### src/rtl/bin_to_bcd_seq_pkg.sv
// rtl/bin_to_bcd_seq_pkg.sv - shared state type and constants for the binary-to-BCD converter
package bin_to_bcd_seq_pkg;

  typedef enum logic [1:0] {IDLE, SHIFT, DONE} state_t;

  localparam int BCD_DIGIT_W = 4;
  localparam logic [BCD_DIGIT_W-1:0] ADD3_THRESH = 4'd5;
  localparam logic [BCD_DIGIT_W-1:0] ADD3_INC    = 4'd3;

  // Sized for the 32-bit MIPS word: 2^32-1 has ten decimal digits.
  localparam int DEFAULT_WIDTH  = 32;
  localparam int DEFAULT_DIGITS = 10;

endpackage

### src/rtl/bin_to_bcd_seq_bcd_add3.sv
// rtl/bin_to_bcd_seq_bcd_add3.sv - combinational double-dabble digit correction (>=5 gets +3)
module bcd_add3
  import bin_to_bcd_seq_pkg::*;
(
  input  logic [BCD_DIGIT_W-1:0] i_digit,
  output logic [BCD_DIGIT_W-1:0] o_digit
);

  assign o_digit = (i_digit >= ADD3_THRESH) ? i_digit + ADD3_INC : i_digit;

endmodule

### src/rtl/bin_to_bcd_seq.sv
// rtl/bin_to_bcd_seq.sv - sequential shift-and-add-3 binary-to-BCD converter, one bit per clock
// Optional signed input handling is enabled by defining BIN_TO_BCD_SIGNED_EN.
module bin_to_bcd_seq
  import bin_to_bcd_seq_pkg::*;
#(
  parameter int WIDTH  = DEFAULT_WIDTH,
  parameter int DIGITS = DEFAULT_DIGITS
) (
  input  logic                            clock,
  input  logic                            reset_n,
  input  logic                            in_valid,
  output logic                            in_ready,
  input  logic [WIDTH-1:0]                in_data,
  output logic                            out_valid,
  input  logic                            out_ready,
  output logic [BCD_DIGIT_W*DIGITS-1:0]   out_bcd,
  output logic [$clog2(DIGITS+1)-1:0]     out_ndigits,
  output logic                            out_negative
);

  localparam int ACC_W  = BCD_DIGIT_W * DIGITS;
  localparam int ND_W   = $clog2(DIGITS + 1);
  localparam int ITER_W = $clog2(WIDTH + 1);
  localparam logic [ITER_W-1:0] LAST_ITER = ITER_W'(WIDTH - 1);

  state_t              r_state;
  logic [ITER_W-1:0]   r_iter;
  logic [ACC_W-1:0]    r_acc;
  logic [WIDTH-1:0]    r_sr;
  logic                r_out_valid;
  logic [ACC_W-1:0]    r_out_bcd;
  logic [ND_W-1:0]     r_out_ndigits;

  logic [ACC_W-1:0]       w_adj;
  logic [ACC_W+WIDTH-1:0] w_shift;
  logic [ACC_W-1:0]       w_next_acc;
  logic [WIDTH-1:0]       w_load;
  logic [ND_W-1:0]        w_ndigits;

  for (genvar g = 0; g < DIGITS; g++) begin : g_add3
    bcd_add3 u_add3 (
      .i_digit (r_acc[g*BCD_DIGIT_W +: BCD_DIGIT_W]),
      .o_digit (w_adj[g*BCD_DIGIT_W +: BCD_DIGIT_W])
    );
  end

  // The top accumulator bit falls off here; it is always 0 when DIGITS is large enough.
  assign w_shift    = {w_adj, r_sr} << 1;
  assign w_next_acc = w_shift[ACC_W+WIDTH-1:WIDTH];

  always_comb begin
    w_ndigits = ND_W'(1);
    for (int i = 0; i < DIGITS; i++) begin
      if (w_next_acc[i*BCD_DIGIT_W +: BCD_DIGIT_W] != '0) w_ndigits = ND_W'(i + 1);
    end
  end

`ifdef BIN_TO_BCD_SIGNED_EN
  logic r_neg_pend;
  logic r_out_negative;

  // Two's-complement negate; -2^(WIDTH-1) wraps to 2^(WIDTH-1), read back as unsigned.
  assign w_load       = in_data[WIDTH-1] ? (~in_data + WIDTH'(1)) : in_data;
  assign out_negative = r_out_negative;
`else
  assign w_load       = in_data;
  assign out_negative = 1'b0;
`endif

  always_ff @(posedge clock or negedge reset_n) begin
    if (!reset_n) begin
      r_state       <= IDLE;
      r_iter        <= '0;
      r_acc         <= '0;
      r_sr          <= '0;
      r_out_valid   <= 1'b0;
      r_out_bcd     <= '0;
      r_out_ndigits <= ND_W'(1);
`ifdef BIN_TO_BCD_SIGNED_EN
      r_neg_pend     <= 1'b0;
      r_out_negative <= 1'b0;
`endif
    end else begin
      case (r_state)
        IDLE: begin
          if (in_valid) begin
            r_sr    <= w_load;
            r_acc   <= '0;
            r_iter  <= '0;
            r_state <= SHIFT;
`ifdef BIN_TO_BCD_SIGNED_EN
            r_neg_pend <= in_data[WIDTH-1];
`endif
          end
        end
        SHIFT: begin
          r_acc  <= w_next_acc;
          r_sr   <= w_shift[WIDTH-1:0];
          r_iter <= r_iter + ITER_W'(1);
          if (r_iter == LAST_ITER) begin
            r_out_bcd     <= w_next_acc;
            r_out_ndigits <= w_ndigits;
            r_out_valid   <= 1'b1;
            r_state       <= DONE;
`ifdef BIN_TO_BCD_SIGNED_EN
            r_out_negative <= r_neg_pend;
`endif
          end
        end
        DONE: begin
          if (out_ready) begin
            r_out_valid <= 1'b0;
            r_state     <= IDLE;
          end
        end
        default: r_state <= IDLE;
      endcase
    end
  end

  assign in_ready    = (r_state == IDLE);
  assign out_valid   = r_out_valid;
  assign out_bcd     = r_out_bcd;
  assign out_ndigits = r_out_ndigits;

endmodule

### config.mk
export PLATFORM = sky130hd
export DESIGN_NAME = bin_to_bcd_seq
export DESIGN_NICKNAME = d
export VERILOG_FILES = /design/src/rtl/bin_to_bcd_seq_pkg.sv /design/src/rtl/bin_to_bcd_seq_bcd_add3.sv /design/src/rtl/bin_to_bcd_seq.sv
export SDC_FILE = /design/constraint.sdc
export NUM_CORES = 1
export LEC_CHECK = 0
export ABC_AREA = 1
export CORE_MARGIN = 3
export CORE_UTILIZATION = 55
export DETAILED_ROUTE_END_ITERATION = 6
export MAX_ROUTING_LAYER = met4
export PLACE_DENSITY = 0.8
export SYNTH_ARGS = -nofsm -noshare
export SYNTH_HDL_FRONTEND = slang
export SYNTH_SLANG_ARGS = --single-unit
### constraint.sdc
create_clock -name clock -period 2.28 [get_ports clock]
set_input_delay 0.456 -clock clock [delete_from_list [all_inputs] [get_ports clock]]
set_output_delay 0.456 -clock clock [all_outputs]
set_load 0.02 [all_outputs]
### After elaboration in Yosys (flattened, before gate mapping)

Cells that the tools add are included.

| operators by class | value |
|---|---|
| $add $sub $neg | 11 |
| magnitude comparators | 10 |
| eq/ne operators | 6 |
| mux-type cells | 32 |
| reduce and logical (&&, ||, !) cells | 16 |

Operator list:

| kind | number |
|---|---|
| case mux 40 bit (2 select lines) | 1 |
| case mux 32 bit (2 select lines) | 1 |
| 2-to-1 mux 4 bit | 15 |
| >= comparator 4 x 3 -> 1 bit, second input constant | 10 |
| 2-to-1 mux 40 bit | 1 |
| adder 4 x 2 -> 4 bit, second input constant | 9 |
| nonzero test 4 bit | 9 |
| 2-to-1 mux 32 bit | 1 |
| case mux 6 bit (2 select lines) | 1 |
| 2-to-1 mux 2 bit | 5 |
| adder 6 x 1 -> 6 bit, second input constant | 1 |
| equality test 6 x 5 -> 1 bit, second input constant | 1 |
| 2-to-1 mux 3 bit | 2 |
| 2-to-1 mux 6 bit | 1 |
| inequality test 2 bit, second input constant | 3 |
| case mux 2 bit (3 select lines) | 1 |
| AND reduction 3 bit | 2 |
| AND reduction 2 bit | 2 |
| nonzero test 2 bit | 2 |
| adder 3 x 2 -> 3 bit, second input constant | 1 |
| equality test 2 x 1 -> 1 bit, second input constant | 1 |
| equality test 2 bit, second input constant | 1 |
| zero test 2 bit | 1 |
| 2-to-1 mux 1 bit | 2 |
| case mux 1 bit (2 select lines) | 1 |

| storage, ports and cells | value |
|---|---|
| bits in registers | 125 |
| input port bits | 36 |
| output and inout bits | 47 |
| logic and storage cells | 82 |

### Logic depth before layout (Yosys ltp)

| depth | value |
|---|---|
| depth in word-level cells | 12 |
| gate-level depth with buffers | 18 |
| gate-level depth less buffers | 18 |

### Modules after synthesis

A second synthesis with hierarchy kept.

| second synthesis, totals | value |
|---|---|
| cells, all modules | 772 |
| area total of the unflattened synthesis | 6402.4 sq um |

By module, submodules not included:

| module | times used | cells each | area an instance (sq um) | seq. area each (sq um) |
|---|---|---|---|---|
| bin_to_bcd_seq | 1 | 542 | 5051.1 | 3129.3 |
| bcd_add3 | 10 | 23 | 135.1 | 0.0 |

### Worst setup path after synthesis

No wires, ideal clock.

| timing | value |
|---|---|
| path type | register to register |
| start | register r_acc[20] |
| end | register r_out_ndigits[1], in the netlist out_ndigits[1] |
| setup time | 122 ps |
| arrival time | 1560 ps |
| data required time | 2158 ps |
| path slack | 598 ps |
| cell stages (with the launch flop) | 12 |
| path buffers | 0 |
| period minus slack after synthesis | 1682 ps |
| path through | dfrtp_1 -> inv_1 -> ha_1 -> inv_2 -> nor2_2 -> o21ai_2 -> o21ai_0 -> nand2_1 -> nor3_2 -> nand2_1 -> nand2_1 -> a21boi_2 |

| between the ends | value |
|---|---|
| longest elaborated chain between the ends | 8 |
| elaborated cells between the ends (all ways) | 10 |
| those cells by class | add/sub: 1; order compare: 1; mux: 6; reduce/logical: 2 |

RTL lines:

| item | RTL line | text |
|---|---|---|
| from (decl) | bin_to_bcd_seq.sv:28 | `logic [ACC_W-1:0] r_acc;` |
| from (signal assigned) | bin_to_bcd_seq.sv:97 | `r_acc <= w_next_acc;` |
| adder 4 x 2 -> 4 bit / >= comparator 4 x 3 -> 1 bit (equally long branches) | bin_to_bcd_seq_bcd_add3.sv:9 | `assign o_digit = (i_digit >= ADD3_THRESH) ? i_digit + ADD3_INC : i_digit;` |
| 2-to-1 mux 4 bit (*) | bin_to_bcd_seq_bcd_add3.sv:9 |  |
| nonzero test 4 bit | bin_to_bcd_seq.sv:54 | `if (w_next_acc[i*BCD_DIGIT_W +: BCD_DIGIT_W] != '0) w_ndigits = ND_W'(i + 1);` |
| 2-to-1 mux 4 bit | bin_to_bcd_seq.sv:54 |  |
| 2-to-1 mux 4 bit (*) (4 in a row) | bin_to_bcd_seq.sv:54 |  |
| to (signal assigned) | bin_to_bcd_seq.sv:102 | `r_out_ndigits <= w_ndigits;` |
| to (decl) | bin_to_bcd_seq.sv:32 | `logic [ND_W-1:0] r_out_ndigits;` |

Every way passes the cells marked *; elsewhere a longest branch is shown, timed or not.
A chain may end at the register's enable or synchronous reset.

### Worst setup path in the final report

| timing | value |
|---|---|
| start | register r_state[0] |
| end | output in_ready |

| between the ends | value |
|---|---|
| longest elaborated chain between the ends | 1 |

RTL lines:

| item | RTL line | text |
|---|---|---|
| from (decl) | bin_to_bcd_seq.sv:26 | `state_t r_state;` |
| from (signal assigned) | bin_to_bcd_seq.sv:72 | `r_state <= IDLE;` |
| from (signal assigned) | bin_to_bcd_seq.sv:90 | `r_state <= SHIFT;` |
| from (signal assigned) | bin_to_bcd_seq.sv:104 | `r_state <= DONE;` |
| zero test 2 bit | bin_to_bcd_seq.sv:121 | `assign in_ready = (r_state == IDLE);` |
| to (decl) | bin_to_bcd_seq.sv:12 | `output logic in_ready,` |

No other way between the ends.

==> results.env <==
RUN_STATUS='completed'
WIRE_PER_INST_UM=15.4
NETLIST_TOP_CELLS_AREA='dfrtp_1, nand2_1, inv_1'
GRT_MAX_DEGREE=49
REGTOREGSETUPSLACK_NS=0.24
REG2REG_FROM='r_acc[25]'
REGAREA_UM2=3130
FINALNONFILLERCELLS=924
FINALCLOCKSKEW_NS=0.00875
DRT-VIAS-PER-INSTANCE=5.56
TIMING.FINAL.WS_SETUP_NS=0.100
YOSYSWARNINGCOUNT=0
WIRE_LENGTH_OF_THE_FIRST_GLOBAL_ROUTING_PASS_UM=23800
CP_NUM_BUF_INV=1
POWER.SEQUENTIAL.FRACTION_PCT=30.4
POST-PLACE-CELLS=891
WORSTPATHARRIVAL_NS=1.72
POSTROUTEWIRELENGTH_UM=14200
DETAILEDROUTE.FIRSTITERATIONVIOLATIONS=346
TOTALPOWERFINAL_mW=13.1
DRIVE_ABOVE_1_SHARE_PCT=10.4
CLOCK_PATH_BUFFERS=2
CELLINTERNALPOWER_mW=7.62
FINAL_COMMON_CELL='nand2_1'
FLOW.AREA_GROWTH_FROM_SYNTHESIS_PCT=27.6
DELAY_OF_THE_SLOWEST_CELL_ON_THE_WORST_PATH_NS=0.62
WORSTREG2REGEND='out_ndigits[1]'
AREA_ENCLOSED_BY_THE_DIE_BOUNDARY_UM2=12100
REMAINING_DRC_ERRORS=0
CRITICAL_PATH_REQUIRED_NS=1.82
SYNTHESIZED_CELL_AREA_UM2=5970
ANTENNADIODECOUNT=0
CTS-HTREE-LEVELS=4
SYNTHESIS_STAGE_REGISTER_BIT_COUNT=125
SYNTH.AVG_CELL_AREA_UM2=8.67
DR.PASS1.ITERS=5
LAYOUT_COMMON_CELLS='nand2_1, dfrtp_1, clkdlybuf4s50_1'
TIMING.REG2REG.WORST_PATH_DEPTH=10
FILLCELLCOUNT=765
POWER.STATIC_LEAKAGE_nW=3.62
CRIT_PATH_START='r_state[0]'
PATH_DEPTH=2
SETUP.WORST_PATH.END_CLASS='output port'
FINAL-SETUP-VIOL-COUNT=0
CPLARGESTDELAYFAMILY='buffers and inverters'
FINISH.INSTANCE_AREA_UM2=7610
PLACEDINSTANCEAREA_UM2=6970
POWER.DENSITY_CELL_AREA_nW_PER_UM2=1720
ROUTE.ANTENNA.REMAINING_NETS=0
COMBINATIONALPOWERSHARE_PCT=47.8
TIMING_HOLD_VIOLATIONS_FINAL=0
CTS-BUFFERS-INSERTED=17
FIN_CRIT_SH_PCT=95.6
WORSTSKEWPAIRLATENCY_NS=0.53
CRIT_PATH_TOP_DELAY_CELL='clkdlybuf4s50_1'
CLOCK.FMAX_GHz=0.459
NUMBER_OF_SLEW_LIMIT_VIOLATIONS_IN_THE_FINAL_REPORT=0
SYNTH.LIB_CELLS_USED.DISTINCT=36
SETUP.WORST_PATH.END='in_ready'
HP-CLASS='in2async'
SYNTH_TOP_AREA_SHARE_PCT=52.0
START_UTIL_PCT=57.3
HPWL_AFTER_DETAILED_PLACEMENT_UM=9630
GLOBALROUTEOVERFLOWTOTAL=0
SEQUENTIAL_FRACTION_OF_THE_SYNTHESIS_AREA_PCT=52.5
IO_PINS=83
POWER_FRAC_CLOCK_PCT=21.9
CP_CLASS='reg2out'
TNS_NS=0
CORE-AREA_UM2=10400
CRIT_PATH_START_KIND='register'
PEAKVDDDROP_mV=1.07
WORST-PATH-MAX-FANOUT=3
CTS-ROOT-BUF='clkbuf_8'
GRT.TOTAL_USAGE_PCT=25.9
YOSYSTOPAREACELL='dfrtp_1'
FOOTPRINT_OF_THE_MULTI_INPUT_GATES_UM2=2410
TIMING.SLEW.HEADROOM_PCT=63.7
CTS_TREE='built'
ROUTED_VIAS=5138
TIMING.CRITICAL_PATH.CELLS='nor2_1 > clkdlybuf4s50_1'
POST_SYNTH_INST_COUNT=688
STANDARD_CELL_ROW_COUNT=37
GRT_SETUP_UNREPAIRED='false'
DIE-HEIGHT_UM=110
MIN_PERIOD_NS=2.18
DIE_X_UM=110
VIAS_IN_THE_FIRST_GLOBAL_ROUTE=5159
CLKSINKCOUNT=125
PRECTSSETUPSLACK_NS=0.311
FINALNETCOUNT=832
INITIAL_ANTENNA_VIOLATION_COUNT=0
NETSWITCHINGFRACTION_PCT=41.9
FINALHOLDWORSTSLACK_NS=0.431
MAPPEDNETLISTNETS=745
POST_CTS_SETUP_BUFFER_COUNT=0
POWER.SWITCHING_mW=5.49
WORST_SETUP_HOLD_PATH_CLK_SLEW_NS=0.06
BUFFER_PORTS.INSERTED=81
TIMING.MAX_CAP.VIOLATIONS=0
FINALCOREUTILIZATION_PCT=73.1
TIMING_WORST_SLEW_PIN_VALUE_NS=0.545
GP_CONGESTION=0.846
## worst reg2reg max path: cells and delay by family, from the launching register on
family / cells / cell delay (ns)
simple gates: 5 / 0.72
fa+ha+maj: 1 / 0.19
buf+inv: 1 / 0.08
compound gates: 3 / 0.58
flops: 1 / 0.37
## sequential cells by signal, indices dropped and copies added, names as in the netlist
signal,count
out_bcd,40
r_acc,40
r_sr,32
r_iter,6
out_ndigits,4
r_state,2
out_valid,1
## what timing repair did
action / 4_1_cts / 5_1_grt
resized for setup: 0 / 0
hold buffers: 1 / 0
endpoints found under the hold margin: 30 / 0
## power groups by stage
| stage | clock network (mW) | registers, mW | logic [mW] |
|---|---|---|---|
| final | 2.87 | 3.98 | 6.27 |
| after detailed placement | 0 | 3.98 | 6.17 |
| after floorplan | 0 | 4.26 | 3.80 |
| after global routing | 3.02 | 4.11 | 6.98 |
| after global placement | 0 | 3.93 | 5.86 |
| after CTS | 2.89 | 3.97 | 6.27 |
## cell type report
class                      count  area share [%]
timing repair buffer          95            12.7
multi-input combinational    454            31.7
sequential                   125            41.1
tap                          136            2.24
clock inverter                12            2.53
clock buffer                  20            5.72
inverter                      82            4.04
## routing by layer
metal  vias up  GRT usage (%)  routed length [um]
li1       2454              -                   -
met1      2488           30.9                5890
met2       174           43.2                7390
met4         0           10.0                 218
met3        22           5.65                 753
met5         -              -                   0
## cell families after synthesis
| logic type | share of synthesized area, % |
|---|---|
| fa+ha+maj | 4.40 |
| compound gates | 16.5 |
| other cells | 0.0629 |
| buf+inv | 7.15 |
| xor+xnor | 1.28 |
| simple gates | 18.1 |
| flops | 52.5 |
## worst min path at each step
| stage | startpoint | end | depth (start not counted) | slack, ns |
|---|---|---|---|---|
| finish | reset_n | out_bcd[27] | 2 | 0.43 |
| global route | in_data[14] | r_sr[14] | 3 | 0.45 |
| CTS | reset_n | out_bcd[27] | 2 | 0.43 |
| detailed placement | reset_n | r_acc[30] | 1 | 0.44 |
| global placement | reset_n | out_bcd[30] | 1 | 0.44 |
| floorplan | reset_n | out_bcd[0] | 0 | 0.16 |
## cells in the mapped netlist (all sizes together)
master / instances
nor2: 35
o21ai: 80
a21oi: 16
and2: 3
a21boi: 1
dfstp: 1
or2: 4
a22oi: 22
inv: 82
clkbuf: 13
a31oi: 1
nand4: 5
buf: 14
o22ai: 41
a22o: 1
nand3: 18
nand2: 190
dfrtp: 124
conb: 1
nor3: 3
o211ai: 5
ha: 21
xor2: 7
Note: power is estimated with default switching activity, not from simulation.
